File: config.mk
export PLATFORM = sky130hd
export DESIGN_NAME = shiftreg_lr
export DESIGN_NICKNAME = d
export VERILOG_FILES = /design/src/rtl/shiftreg_lr.sv
export SDC_FILE = /design/constraint.sdc
export NUM_CORES = 1
export LEC_CHECK = 0
export CAP_MARGIN = 20
export CORE_ASPECT_RATIO = 1.2
export CORE_UTILIZATION = 49
export CTS_BUF_LIST = sky130_fd_sc_hd__clkbuf_8
export DETAILED_ROUTE_END_ITERATION = 16
export GPL_TIMING_DRIVEN = 0
export PLACE_DENSITY = 0.81
export SLEW_MARGIN = 20
export SYNTH_ARGS = -nofsm -noshare
export SYNTH_HDL_FRONTEND = slang
export SYNTH_SLANG_ARGS = --single-unit
File: constraint.sdc
create_clock -name clk -period 1.6 [get_ports clk]
set_clock_uncertainty 0.15 [all_clocks]
set_input_delay 0.32 -clock clk [delete_from_list [all_inputs] [get_ports clk]]
set_output_delay 0.32 -clock clk [all_outputs]
set_load 0.01 [all_outputs]
File: src/rtl/shiftreg_lr.sv
// Left/right multi-bit shift register with parallel load, IDLE/SHIFT/DONE sequencing.
// Optional rotate mode enabled by defining SHIFTREG_ROTATE_EN (adds port rot).
module shiftreg_lr #(
    parameter int WIDTH = 8,
    parameter int CNTW  = 3
) (
    input  logic             clk,
    input  logic             rst_n,
    input  logic             start,
    input  logic             lr,
    input  logic [CNTW-1:0]  count,
    input  logic             load,
    input  logic [WIDTH-1:0] din,
    input  logic             sin,
`ifdef SHIFTREG_ROTATE_EN
    input  logic             rot,
`endif
    output logic [WIDTH-1:0] dout,
    output logic             sout,
    output logic             busy,
    output logic             done
);

    typedef enum logic [1:0] {
        ST_IDLE  = 2'd0,
        ST_SHIFT = 2'd1,
        ST_DONE  = 2'd2
    } state_t;

    state_t            state_reg, state_next;
    logic [WIDTH-1:0]  dout_reg, dout_next;
    logic              sout_reg, sout_next;
    logic [CNTW-1:0]   cnt_reg, cnt_next;
    logic              lr_reg, lr_next;
    logic              fill_bit;
    logic              accept;

    // load wins over start when both are requested in IDLE
    assign accept = (state_reg == ST_IDLE) && start && !load;

`ifdef SHIFTREG_ROTATE_EN
    logic rot_reg, rot_next;

    always_comb begin
        rot_next = rot_reg;
        if (accept) rot_next = rot;
    end

    always_ff @(posedge clk or negedge rst_n) begin
        if (!rst_n) rot_reg <= 1'b0;
        else        rot_reg <= rot_next;
    end

    // Rotate feeds back the bit leaving the register instead of sin.
    assign fill_bit = rot_reg ? (lr_reg ? dout_reg[WIDTH-1] : dout_reg[0]) : sin;
`else
    assign fill_bit = sin;
`endif

    // State register
    always_ff @(posedge clk or negedge rst_n) begin
        if (!rst_n) begin
            state_reg <= ST_IDLE;
            dout_reg  <= '0;
            sout_reg  <= 1'b0;
            cnt_reg   <= '0;
            lr_reg    <= 1'b0;
        end else begin
            state_reg <= state_next;
            dout_reg  <= dout_next;
            sout_reg  <= sout_next;
            cnt_reg   <= cnt_next;
            lr_reg    <= lr_next;
        end
    end

    // Next-state logic
    always_comb begin
        state_next = state_reg;
        case (state_reg)
            ST_IDLE: begin
                if (accept) state_next = (count == '0) ? ST_DONE : ST_SHIFT;
            end
            ST_SHIFT: begin
                if (cnt_reg <= CNTW'(1)) state_next = ST_DONE;
            end
            ST_DONE:  state_next = ST_IDLE;
            default:  state_next = ST_IDLE;
        endcase
    end

    // Datapath next values
    always_comb begin
        dout_next = dout_reg;
        sout_next = sout_reg;
        cnt_next  = cnt_reg;
        lr_next   = lr_reg;
        case (state_reg)
            ST_IDLE: begin
                if (load) begin
                    dout_next = din;
                end else if (start) begin
                    cnt_next = count;
                    lr_next  = lr;
                end
            end
            ST_SHIFT: begin
                if (lr_reg) begin
                    dout_next = {dout_reg[WIDTH-2:0], fill_bit};
                    sout_next = dout_reg[WIDTH-1];
                end else begin
                    dout_next = {fill_bit, dout_reg[WIDTH-1:1]};
                    sout_next = dout_reg[0];
                end
                if (cnt_reg != '0) cnt_next = cnt_reg - CNTW'(1);
            end
            default: ;
        endcase
    end

    // Outputs
    always_comb begin
        busy = (state_reg == ST_SHIFT);
        done = (state_reg == ST_DONE);
        dout = dout_reg;
        sout = sout_reg;
    end

endmodule

==> results of run 1 <==
Yosys cell counts (all sizes together) (3+ instances only):
master	n	area share, %
a221oi	8	11
and2b	3	2.8
buf	4	3.6
dfrtp	15	38
ha	3	3.8
inv	3	1.2
mux2i	10	10
nand2	4	1.5
nand2b	3	1.9
nor2	4	1.5
nor2b	8	5.1
o22ai	8	5.1
area by class of cell:
class,instances,area (um2),share of cell area (%)
multi-input combinational,65,556,38.7
buffer,4,38.8,2.70
tap,19,23.8,1.66
clock buffer,3,41.3,2.87
sequential,15,379,26.4
inverter,3,11.3,0.784
timing repair buffer,42,382,26.6
clock inverter,1,5.00,0.348
per-stage QoR:
| stage | power [W] | util [%] | hold WS, ns |
|---|---|---|---|
| 2_1_floorplan | 0.00167 | - | -0.126 |
| 3_3_place_gp | 0.00214 | 68.8 | 0.366 |
| 3_5_place_dp | 0.00218 | 68.8 | 0.372 |
| 4_1_cts | 0.00270 | 77.3 | 0.364 |
| 5_1_grt | 0.00290 | 77.6 | 0.396 |
| 6_report | 0.00272 | 77.6 | 0.340 |
worst paths after layout:
kind / start / end / slack (ns)
worst min-delay path: rst_n / lr_reg / 0.34
worst max-delay path: state_reg[1] / cnt_reg[2] / 0.004
max in group asynchronous: rst_n / cnt_reg[0] / 0.47
worst max register to register: state_reg[1] / cnt_reg[2] / 0.004
min in group clk: sout / sout / 0.38
worst min register to register: sout / sout / 0.38
power groups by stage:
stage	Combinational (W)	Clock, W	Sequential, W
6_report	0.00169	0.000314	0.000710
5_1_grt	0.00183	0.000334	0.000738
4_1_cts	0.00169	0.000311	0.000698
3_5_place_dp	0.00137	0	0.000806
3_3_place_gp	0.00135	0	0.000791
2_1_floorplan	0.000878	0	0.000794
kinds of logic after synthesis:
| logic type | after synthesis |
|---|---|
| and+or+nand+nor | 27 |
| AOI/OAI and AO/OA | 25 |
| buffers and inverters | 8 |
| adders and majority gates | 3 |
| muxes | 10 |
| DFF | 15 |
per-layer routing:
metal | share of wire [%] | global-route usage, % | up-vias
met5 | 0 | 0 | -
met4 | 0.85 | 7.81 | 0
met3 | 7.3 | 7.07 | 4
met2 | 51 | 48.2 | 37
met1 | 41 | 35.4 | 436
li1 | - | - | 426
critical path, delay by kind of cell, from the launching register on:
kind | cells | cell delay, ns
compound gates | 1 | 0.09
flops | 1 | 0.44
buf+inv | 1 | 0.14
simple gates | 2 | 0.64
timing repair:
item                       4_1_cts  5_1_grt
pin swaps                        2        0
resized for setup               23        6
buffers inserted                14        1
setup endpoints to repair       12        8
==> summary.md, run 1 <==
| Metric | Value |
|---|---|
| DRC Markers | `0` |
| DRT Pass-1 Iters | `4` |
| Max transition margin | `53.0%` |
| Final Hold Vio Count | `0` |
| Clk network pwr share | `11.6%` |
| Synth Area in Compound Gates | `23.3%` |
| Vias | `903` |
| Max_cap viols | `0` |
| FMAX | `0.627 GHz` |
| Count of final setup violators | `0` |
| Setup WS post-layout | `0.00405 ns` |
| CP required | `1.58 ns` |
| Multiplexer share of the synthesized area | `10.2%` |
| YS warnings | `0` |
| CTS tree | `yes` |
| CTS Buffer Depth | `2` |
| Reg2Reg Depth | `4` |
| ANT cells | `0` |
| Fillcell total | `126` |
| Final #Nets | `154` |
| # rows | `17` |
| Arr. time, crit path | `1.57 ns` |
| Most frequent cells in the layout | `buf_4, clkdlybuf4s50_1, dfrtp_1` |
| Via/cell ratio | `5.94` |
| Post-Synth Simple-Gate Area | `19.2%` |
| Syn Area/Cell | `11.1 um2` |
| Register area share after synthesis | `38.4%` |
| Synthesized area | `978 um2` |
| P_int | `0.00163 W` |
| Sequential power share | `26.1%` |
| Post-DP HPWL | `1.71 mm` |
| Net Count, Synth | `108` |
| DIE WIDTH | `42.8 um` |
| Antenna-violating nets left | `0` |
| Largest family of logic cells by synthesized area | `compound AO/OA/AOI/OAI gates` |
| Slew Limit Fails | `0` |
| GPL Wtd Cong | `0.774` |
| RSZ-0062 raised after global routing | `true` |
| Tcrit/Tclk final | `99.7%` |
| Die H | `51.0 um` |
| Gr usage total | `28.4%` |
| Largest net degree at the start of global routing | `16` |
| CTS H-Tree Depth | `1` |
| Clk Latency, worst-skew pair | `0.25 ns` |
| P&R area growth vs syn | `46.8%` |
| Final Non-Filler Cells | `152` |
| Startpoint Class | `flip-flop` |
| WL/cell | `17.8 um` |
| Worst Path Max Fanout | `4` |
| Status | `finished, final reports clean` |
| Max VDD drop | `1.36 mV` |
| XOR/XNOR share of the synthesized area | `0%` |
| I/O pin count | `28` |
| Power per cell area | `1890 nW/um2` |
| Design Area, Final | `1440 um2` |
| Yosys cell types | `31` |
| Post-DP Area | `1270 um2` |
| Critical Path Sink Type | `flip-flop` |
| Initial Util | `52.9%` |
| CP Class | `reg2reg` |
| Initial antenna violation count | `0` |
| Vias in the first global route | `943` |
| Max reg flops | `8` |
| Clk slew on worst S/H paths | `0.06 ns` |
| DRT Wirelength | `2.70 mm` |
| Share of layout cells above drive strength 1 | `30.1%` |
| Global-route wire length before repair | `4.57 mm` |
| Net Sw Power | `0.00109 W` |
| Area share of fa/ha/maj cells after synthesis | `3.84%` |
| Post-synth EDFFs | `0` |
| IO Port Bufs | `27` |
| Worst-path cell chain | `buf_6 > or4b_4 > nand3_2 > o311ai_1` |
| Root buf cell | `clkbuf_8` |
| Hold_buf cts | `0` |
| Dpl ws | `-0.422 ns` |
| Logic pwr share | `62.3%` |
| Top FF cell, synth | `dfrtp_1` |
| Hold/Removal Path Class | `in2async` |
| Asr flop ratio synth | `100%` |
| Switch share | `40.0%` |
| CP peak stage delay | `0.55 ns` |
| TritonCTS Buffers | `3` |
| Worst-Margin Slew | `0.703 ns` |
| Starting DRT DRC Count | `15` |
| Core area | `1850 um2` |
| GR Overflow Total | `0` |
| Total negative slack | `0 ns` |
| Final worst path period need | `1.60 ns` |
| Clk sinks | `15` |
| Leakage power figure | `0.634 nW` |
| Seq cells post-synth | `15` |
| Die area | `2180 um2` |
| # placed instances | `134` |
| Slowest cell on crit path | `or4b_4` |
| Mapped Cells | `88` |
No activity file was read; power rests on OpenSTA's default activity.
==> run 2, diff against run 1 <==
--- a/config.mk
+++ b/config.mk
@@ -5,13 +5,13 @@
 export SDC_FILE = /design/constraint.sdc
 export NUM_CORES = 1
 export LEC_CHECK = 0
-export CAP_MARGIN = 20
 export CORE_ASPECT_RATIO = 1.2
 export CORE_UTILIZATION = 49
 export CTS_BUF_LIST = sky130_fd_sc_hd__clkbuf_8
 export DETAILED_ROUTE_END_ITERATION = 16
 export GPL_TIMING_DRIVEN = 0
 export PLACE_DENSITY = 0.81
+export SETUP_SLACK_MARGIN = 0.1
 export SLEW_MARGIN = 20
 export SYNTH_ARGS = -nofsm -noshare
 export SYNTH_HDL_FRONTEND = slang
==> summary.md, run 2 (synthesis gave the netlist of run 1 again) <==
| Metric | Value |
|---|---|
| Via/cell ratio | `6.27` |
| Vias in the first global route | `999` |
| Clk slew on worst S/H paths | `0.06 ns` |
| Final worst path period need | `1.62 ns` |
| RSZ-0062 raised after global routing | `true` |
| Leakage power figure | `0.652 nW` |
| ANT cells | `0` |
| Total negative slack | `-0.0430 ns` |
| Starting DRT DRC Count | `56` |
| R2R Path Start | `state_reg[1]` |
| Hold/Removal Path Class | `in2async` |
| CTS Buffer Depth | `2` |
| Status | `complete, but fails checks` |
| Commonest non-fill, non-tap cell in the layout | `buf_4` |
| Initial Util | `52.9%` |
| Post-DP HPWL | `1.71 mm` |
| Clk Latency, worst-skew pair | `0.25 ns` |
| Max VDD drop | `1.40 mV` |
| CP required | `1.13 ns` |
| Arr. time, crit path | `1.15 ns` |
| IO Port Bufs | `27` |
| DRT Wirelength | `2.97 mm` |
| Power per cell area | `1920 nW/um2` |
| WL/cell | `19.0 um` |
| TritonCTS Buffers | `3` |
| Final Hold Vio Count | `0` |
| GR Overflow Total | `0` |
| Final #Nets | `158` |
| Core area | `1850 um2` |
| # placed instances | `134` |
| Critical Path Sink Type | `output pin` |
| Hold_buf cts | `0` |
| I/O pin count | `28` |
| Die area | `2180 um2` |
| Share of layout cells above drive strength 1 | `35.0%` |
| Worst-Margin Slew | `0.703 ns` |
| CTS tree | `yes` |
| Slew Limit Fails | `0` |
| Startpoint Class | `flip-flop` |
| DRT Pass-1 Iters | `4` |
| # rows | `17` |
| DRC Markers | `0` |
| Tcrit/Tclk final | `101%` |
| Failing checks | `setup timing` |
| Count of final setup violators | `2` |
| Antenna-violating nets left | `0` |
| Root buf cell | `clkbuf_8` |
| Worst Path Max Fanout | `4` |
| Global-route wire length before repair | `4.76 mm` |
| Clk sinks | `15` |
| Initial antenna violation count | `0` |
| CP Class | `reg2out` |
| FMAX | `0.617 GHz` |
| Storage element area | `379 um2` |
| Max transition margin | `53.0%` |
| Worst R2R Setup Slack | `-0.02 ns` |
| Fillcell total | `114` |
| P&R area growth vs syn | `52.4%` |
| GPL Wtd Cong | `0.774` |
| CP startpoint | `state_reg[1]` |
| Final Non-Filler Cells | `156` |
| DIE WIDTH | `42.8 um` |
| Max reg flops | `8` |
| Die H | `51.0 um` |
| Multi-input gate area | `579 um2` |
| CTS H-Tree Depth | `1` |
| Setup WS post-layout | `-0.0220 ns` |
| Vias | `978` |
| Most frequent cells in the layout | `buf_4, clkdlybuf4s50_1, dfrtp_1` |
| Dpl ws | `-0.422 ns` |
| Largest net degree at the start of global routing | `16` |
| Gr usage total | `29.5%` |
| Max_cap viols | `0` |
## run 2: metal layers
layer / wire, um / global-route usage, % / up-vias / part of all wire [%]
met2: 1590 / 51.0 / 46 / 54
met4: 59 / 8.85 / 0 / 2.0
li1: - / - / 438 / -
met1: 1140 / 35.6 / 484 / 38
met5: 0 / 0 / - / 0
met3: 176 / 7.42 / 10 / 5.9
## run 2: area by class of cell
cell class                 instances  share of cell area (%)
multi-input combinational         65                    38.8
inverter                           3                   0.755
sequential                        15                    25.4
buffer                             5                    3.52
clock inverter                     1                   0.336
tap                               19                    1.59
clock buffer                       3                    2.77
timing repair buffer              45                    26.8
## run 2: final timing paths
path / to / depth (start not counted)
min in group clk: cnt_reg[0] / 4
min reg2reg: sout / 2
min: lr_reg / 1
max reg2reg: cnt_reg[2] / 4
max: busy / 3
max in group asynchronous: state_reg[0] / 1
## run 2: worst max-delay path: stages (launching register included)
cell	delay, ns
dfrtp_2	0.43
and2b_4	0.27
buf_8	0.10
buf_6	0.09
## run 2: repair_timing
item | in CTS | in global routing
setup endpoints to repair | 14 | 8
buffers inserted | 16 | 2
pin swaps | 3 | 3
gates resized for setup | 26 | 9
## run 2: through the flow
step	area, um2	hold WS (ns)	total power (W)	utilization (%)
2_1_floorplan	978	-0.126	0.00167	-
3_3_place_gp	1270	0.366	0.00214	68.8
3_5_place_dp	1270	0.372	0.00218	68.8
4_1_cts	1440	0.364	0.00269	77.9
5_1_grt	1490	0.339	0.00305	80.6
6_report	1490	0.340	0.00286	80.6
## run 2: where the power goes
part	total [W]	switching, W	internal, W
Sequential	0.000705	0.000135	0.000570
Clock	0.000312	0.000140	0.000173
Combinational	0.00184	0.000880	0.000959
Total	0.00286	0.00115	0.00170
